`src/rtl/mem_sram_ctrl.sv`:
```
// Data-memory responder: each 32-bit load/store from the MEM stage becomes two
// 16-bit SRAM accesses, with ready held low while the access is in flight.
module mem_sram_ctrl #(
    parameter logic [31:0] BASE_ADDR   = 32'd1024,
    parameter int          WAIT_CYCLES = 2
) (
    input  logic        clk,
    input  logic        rst_n,
    input  logic        rd_en,
    input  logic        wr_en,
    input  logic [31:0] address,
    input  logic [31:0] write_data,
    output logic [31:0] read_data,
    output logic        ready,
    output logic [17:0] sram_addr,
    output logic [15:0] sram_dq_out,
    output logic        sram_dq_oe,
    input  logic [15:0] sram_dq_in,
    output logic        sram_we_n,
    output logic        sram_oe_n
);

    localparam int CW = (WAIT_CYCLES > 1) ? $clog2(WAIT_CYCLES) : 1;
    localparam logic [CW-1:0] CNT_LAST = CW'(WAIT_CYCLES - 1);

    typedef enum logic [1:0] {IDLE, LOW, HIGH, DONE} state_t;

    state_t        state;
    logic [CW-1:0] cnt;
    logic          op_read;
    logic [16:0]   word;
    logic [15:0]   wdata_hi;
    logic [31:0]   offset;
    logic          req;
    logic          unused_offset_bits;

    assign offset = address - BASE_ADDR;
    assign req    = rd_en | wr_en;

    // Only bits [18:2] of the rebased address select an SRAM word.
    assign unused_offset_bits = ^{offset[31:19], offset[1:0]};

    always_comb begin
        case (state)
            IDLE:    ready = ~req;
            DONE:    ready = 1'b1;
            default: ready = 1'b0;
        endcase
    end

    // SRAM pins are registered together with the state transition so they
    // change only on phase boundaries and drop asynchronously on reset.
    always_ff @(posedge clk or negedge rst_n) begin
        if (!rst_n) begin
            state       <= IDLE;
            cnt         <= '0;
            op_read     <= 1'b0;
            word        <= '0;
            wdata_hi    <= '0;
            read_data   <= '0;
            sram_addr   <= '0;
            sram_dq_out <= '0;
            sram_dq_oe  <= 1'b0;
            sram_we_n   <= 1'b1;
            sram_oe_n   <= 1'b1;
        end else begin
            case (state)
                IDLE: begin
                    if (req) begin
                        op_read   <= rd_en;
                        word      <= offset[18:2];
                        wdata_hi  <= write_data[31:16];
                        cnt       <= '0;
                        state     <= LOW;
                        sram_addr <= {offset[18:2], 1'b0};
                        if (rd_en) begin
                            sram_oe_n  <= 1'b0;
                            sram_we_n  <= 1'b1;
                            sram_dq_oe <= 1'b0;
                        end else begin
                            sram_oe_n   <= 1'b1;
                            sram_we_n   <= 1'b0;
                            sram_dq_oe  <= 1'b1;
                            sram_dq_out <= write_data[15:0];
                        end
                    end
                end
                LOW: begin
                    if (cnt == CNT_LAST) begin
                        if (op_read) begin
                            read_data[15:0] <= sram_dq_in;
                        end else begin
                            sram_dq_out <= wdata_hi;
                        end
                        cnt       <= '0;
                        state     <= HIGH;
                        sram_addr <= {word, 1'b1};
                    end else begin
                        cnt <= cnt + CW'(1);
                    end
                end
                HIGH: begin
                    if (cnt == CNT_LAST) begin
                        if (op_read) begin
                            read_data[31:16] <= sram_dq_in;
                        end
                        cnt        <= '0;
                        state      <= DONE;
                        sram_we_n  <= 1'b1;
                        sram_oe_n  <= 1'b1;
                        sram_dq_oe <= 1'b0;
                    end else begin
                        cnt <= cnt + CW'(1);
                    end
                end
                default: begin
                    // DONE never starts an access, even with the request still held.
                    state <= IDLE;
                end
            endcase
        end
    end

endmodule

```
`config.mk`:
```
export PLATFORM = sky130hd
export DESIGN_NAME = mem_sram_ctrl
export DESIGN_NICKNAME = d
export VERILOG_FILES = /design/src/rtl/mem_sram_ctrl.sv
export SDC_FILE = /design/constraint.sdc
export NUM_CORES = 1
export LEC_CHECK = 0
export BUFFER_PORTS_ARGS = -buffer_cell sky130_fd_sc_hd__buf_2
export CORE_ASPECT_RATIO = 0.7
export CORE_MARGIN = 8
export CORE_UTILIZATION = 35
export DETAILED_ROUTE_END_ITERATION = 8
export HOLD_SLACK_MARGIN = 0.05
export PLACE_DENSITY = 0.64
export SYNTH_ARGS = -nofsm -noshare
export SYNTH_HDL_FRONTEND = slang
export SYNTH_SLANG_ARGS = --single-unit
```
`constraint.sdc`:
```
create_clock -name clk -period 1.7 [get_ports clk]
set_input_delay 0.255 -clock clk [delete_from_list [all_inputs] [get_ports clk]]
set_output_delay 0.255 -clock clk [all_outputs]
set_load 0.005 [all_outputs]
```
==> impl_results.md <==
* Max_cap viols at 0
* Slew headroom at 69.40%
* Clock Skew at 0.008018 ns
* Overflow after GRT at 0
* Worst Tran Pin Value at 0.4590 ns
* Final Routed Wirelength at 12110 um
* Mux cell area share after synthesis at 24.77%
* Number of fillers in the final layout at 1178
* Pre-CTS setup slack at -0.05646 ns
* Global placer's final weighted congestion at 0.7488
* Final setup viols at 30
* TritonCTS clock tree: done
* 1st-iter DRT viols at 100
* Multi-input logic area at 2044 um^2
* Most common cell after layout, fill and taps aside: buf_2
* DRC Markers at 0
* Worst path max stage delay at 0.38 ns
* Die area at 17260 um^2
* Fraction of layout cells with a size suffix above 1 at 58.78%
* Max Clock Freq at 558.5 MHz
* WP data arrival at 1.54 ns
* Via count at 3291
* Clock sink count at 106
* Initial core utilization at 35.57%
* Simple-gate share of the synthesized area at 5.553%
* PD cells at 2041 nW/um^2
* Commonest cells after routing, fill and taps aside: buf_2, dfrtp_1, mux2_2, mux2_4, nand2_1
* Hold Crit Class: input pin to flop
* Total GRT Usage at 13.40%
* Drt first pass iters at 4
* Post-synthesis adder-cell area fraction at 1.348%
* Main combinational cell family by area after synthesis: multiplexers
* Post-synth cell types at 39
* CP Data Required Time at 1.44 ns
* Critical Path Fanout Max at 3
* Synthesized area at 4642 um^2
* First-pass GRT wire length at 18840 um
* Final slew viol count at 0
* Fin util at 49.70%
* Crit-path cells: inv_2 > ha_4 > buf_6 > nor2b_4 > a21oi_2 > nor2_1 > buf_2
* Worst Hold Slack at 0.1379 ns
* Core Area at 13050 um^2
* Final #Nets at 608
* CP delay by family, top: flip-flops
* Ys flop type: dfrtp_1
* Syn. warnings at 0
* Worst Setup Path Type: flop to output pin
* Max IR drop VDD at 0.8182 mV
* Initial antenna violation count at 1
* Clock slew at reported path FFs at 0.07 ns
* Register area at 2655 um^2
* Antenna diodes at 0
* RSZ-0062 raised after global routing: yes
* Die extent in x at 153.6 um
* Ranking of synthesized cells by area: dfrtp_1, mux2_2, mux2_4
* CTS buffer count at 9
* Tcrit/Tclk final at 105.3%
* Count of mapped cells out of synthesis at 346
* Post-Syn Nets at 435
* Failing checks: setup timing
* CP bufs+invs at 3
* CP max stage cell: dfrtp_1
* Die height at 112.4 um
* Endpoint type of the worst setup path: output pin
* Post-Syn Area per Cell at 13.42 um^2
* Maximum buffer depth of the clock tree at 2
* Synth area leader: dfrtp_1
* Depth of the CTS H-tree at 3
* Number of enable flip-flop cells after synthesis at 0
* Synth Area in Compound Gates at 6.846%
* Sequential area share after synthesis at 57.20%
* Vias in the first global route at 3641
* Wire per inst at 17.55 um
* Post-synthesis xor/xnor area fraction at 1.321%
* Vias per cell at 4.770
* Static Leak at 3.109 nW
* Async S/R FF share, synth at 100.0%
* Largest net degree at the start of global routing at 87
* # rows at 35
* Hold Fails Final Rpt at 0
* Post-synth top area share at 56.06%
* Clock Latency Late Sink at 0.34 ns
* Post-route ant nets at 0
* Final Critical Period at 1.791 ns
* # IOs at 154
* Dpl hpwl at 8430 um
* Setup slack after layout at -0.09061 ns
* Startpoint class of the critical path: flop
* Status: finished with violations
* Total negative slack at -0.6027 ns
* Synthesis-stage register bit count at 106
* P&R area growth vs syn at 39.73%
* Clk root buf: clkbuf_16
* Port-buffer cells at 138
[cell families (layout without fill, tap and decap cells)]
group	Yosys count	count (layout)
XOR/XNOR	7	7
adder cells (fa/ha/maj)	5	5
AO/OA/AOI/OAI	50	50
buffers and inverters	23	201
multiplexers	99	99
AND/OR/NAND/NOR	56	56
flip-flops	106	106
[per-layer routing]
layer | vias up | part of all wire, % | GRT usage (%)
met2 | 81 | 49 | 22.57
met4 | 2 | 1.4 | 4.164
met1 | 1632 | 44 | 15.92
met3 | 17 | 5.5 | 4.530
li1 | 1559 | - | -
met5 | - | 0.11 | 0
[Yosys cell counts (all sizes together), types with 3 or more instances]
master and count:
xnor2 5, o211ai 4, buf 15, inv 7
o21ai 32, a21oi 7, nand2b 3, nand2 30
dfrtp 104, mux2i 8, nor2 9, mux2 91
nand3 4, ha 5
[report_power, final]
part	total (mW)	internal, mW	leakage (nW)	switching (mW)
Clock	2.36	1.46	0.172	0.908
Combinational	6.34	3.71	1.68	2.63
Sequential	4.54	3.85	1.26	0.693
[final cells by class]
class | count | area share (%)
inverters | 7 | 0.4051
clock inverters | 3 | 1.061
repair buffers | 178 | 18.56
clock buffers | 13 | 4.321
well taps | 166 | 3.202
flip-flops and latches | 106 | 40.93
multi-input cells | 217 | 31.52
[worst register-to-register path, delay by kind of cell (launching register included)]
family	cells	cell delay, ns
adders and majority gates	1	0.15
AOI/OAI and AO/OA	1	0.19
muxes	1	0.29
and+or+nand+nor	1	0.42
buffers and inverters	2	0.19
DFF	1	0.40
[final timing paths]
kind                               from       endpoint  slack (ns)  cells past startpoint
max reg2reg                    state[1]  sram_addr[12]       -0.04                      6
min reg2reg                sram_addr[7]   sram_addr[7]        0.48                      2
min                         address[10]        word[8]        0.14                      2
min in group asynchronous         rst_n  read_data[13]        0.44                      3
max in group asynchronous         rst_n        word[1]        0.85                      3
max                            state[0]          ready       -0.09                      7
[registers in the layout, indices dropped and copies added, names as in the netlist]
register,flops
read_data,32
state,2
sram_we_n,1
word,17
sram_addr,18
sram_dq_out,16
op_read,1
cnt,1
sram_oe_n,1
wdata_hi,16
sram_dq_oe,1
[stage by stage]
stage | area [um^2] | power, mW | cells
finish | 6486 | 13.24 | 690
detailed placement | 5713 | 9.927 | 654
floorplan | 4653 | 7.727 | 346
global placement | 5713 | 9.675 | 654
global route | 6486 | 14.15 | 690
CTS | 6177 | 12.63 | 677
[repair_timing]
item,in CTS,in global routing
pin swaps,3,4
hold endpoints to repair,104,0
gates resized for setup,15,39
endpoints found under the setup margin,26,62
cloned,0,5
setup buffers,6,9
hold buffers,1,0
Power figures use the tool's default switching activity.
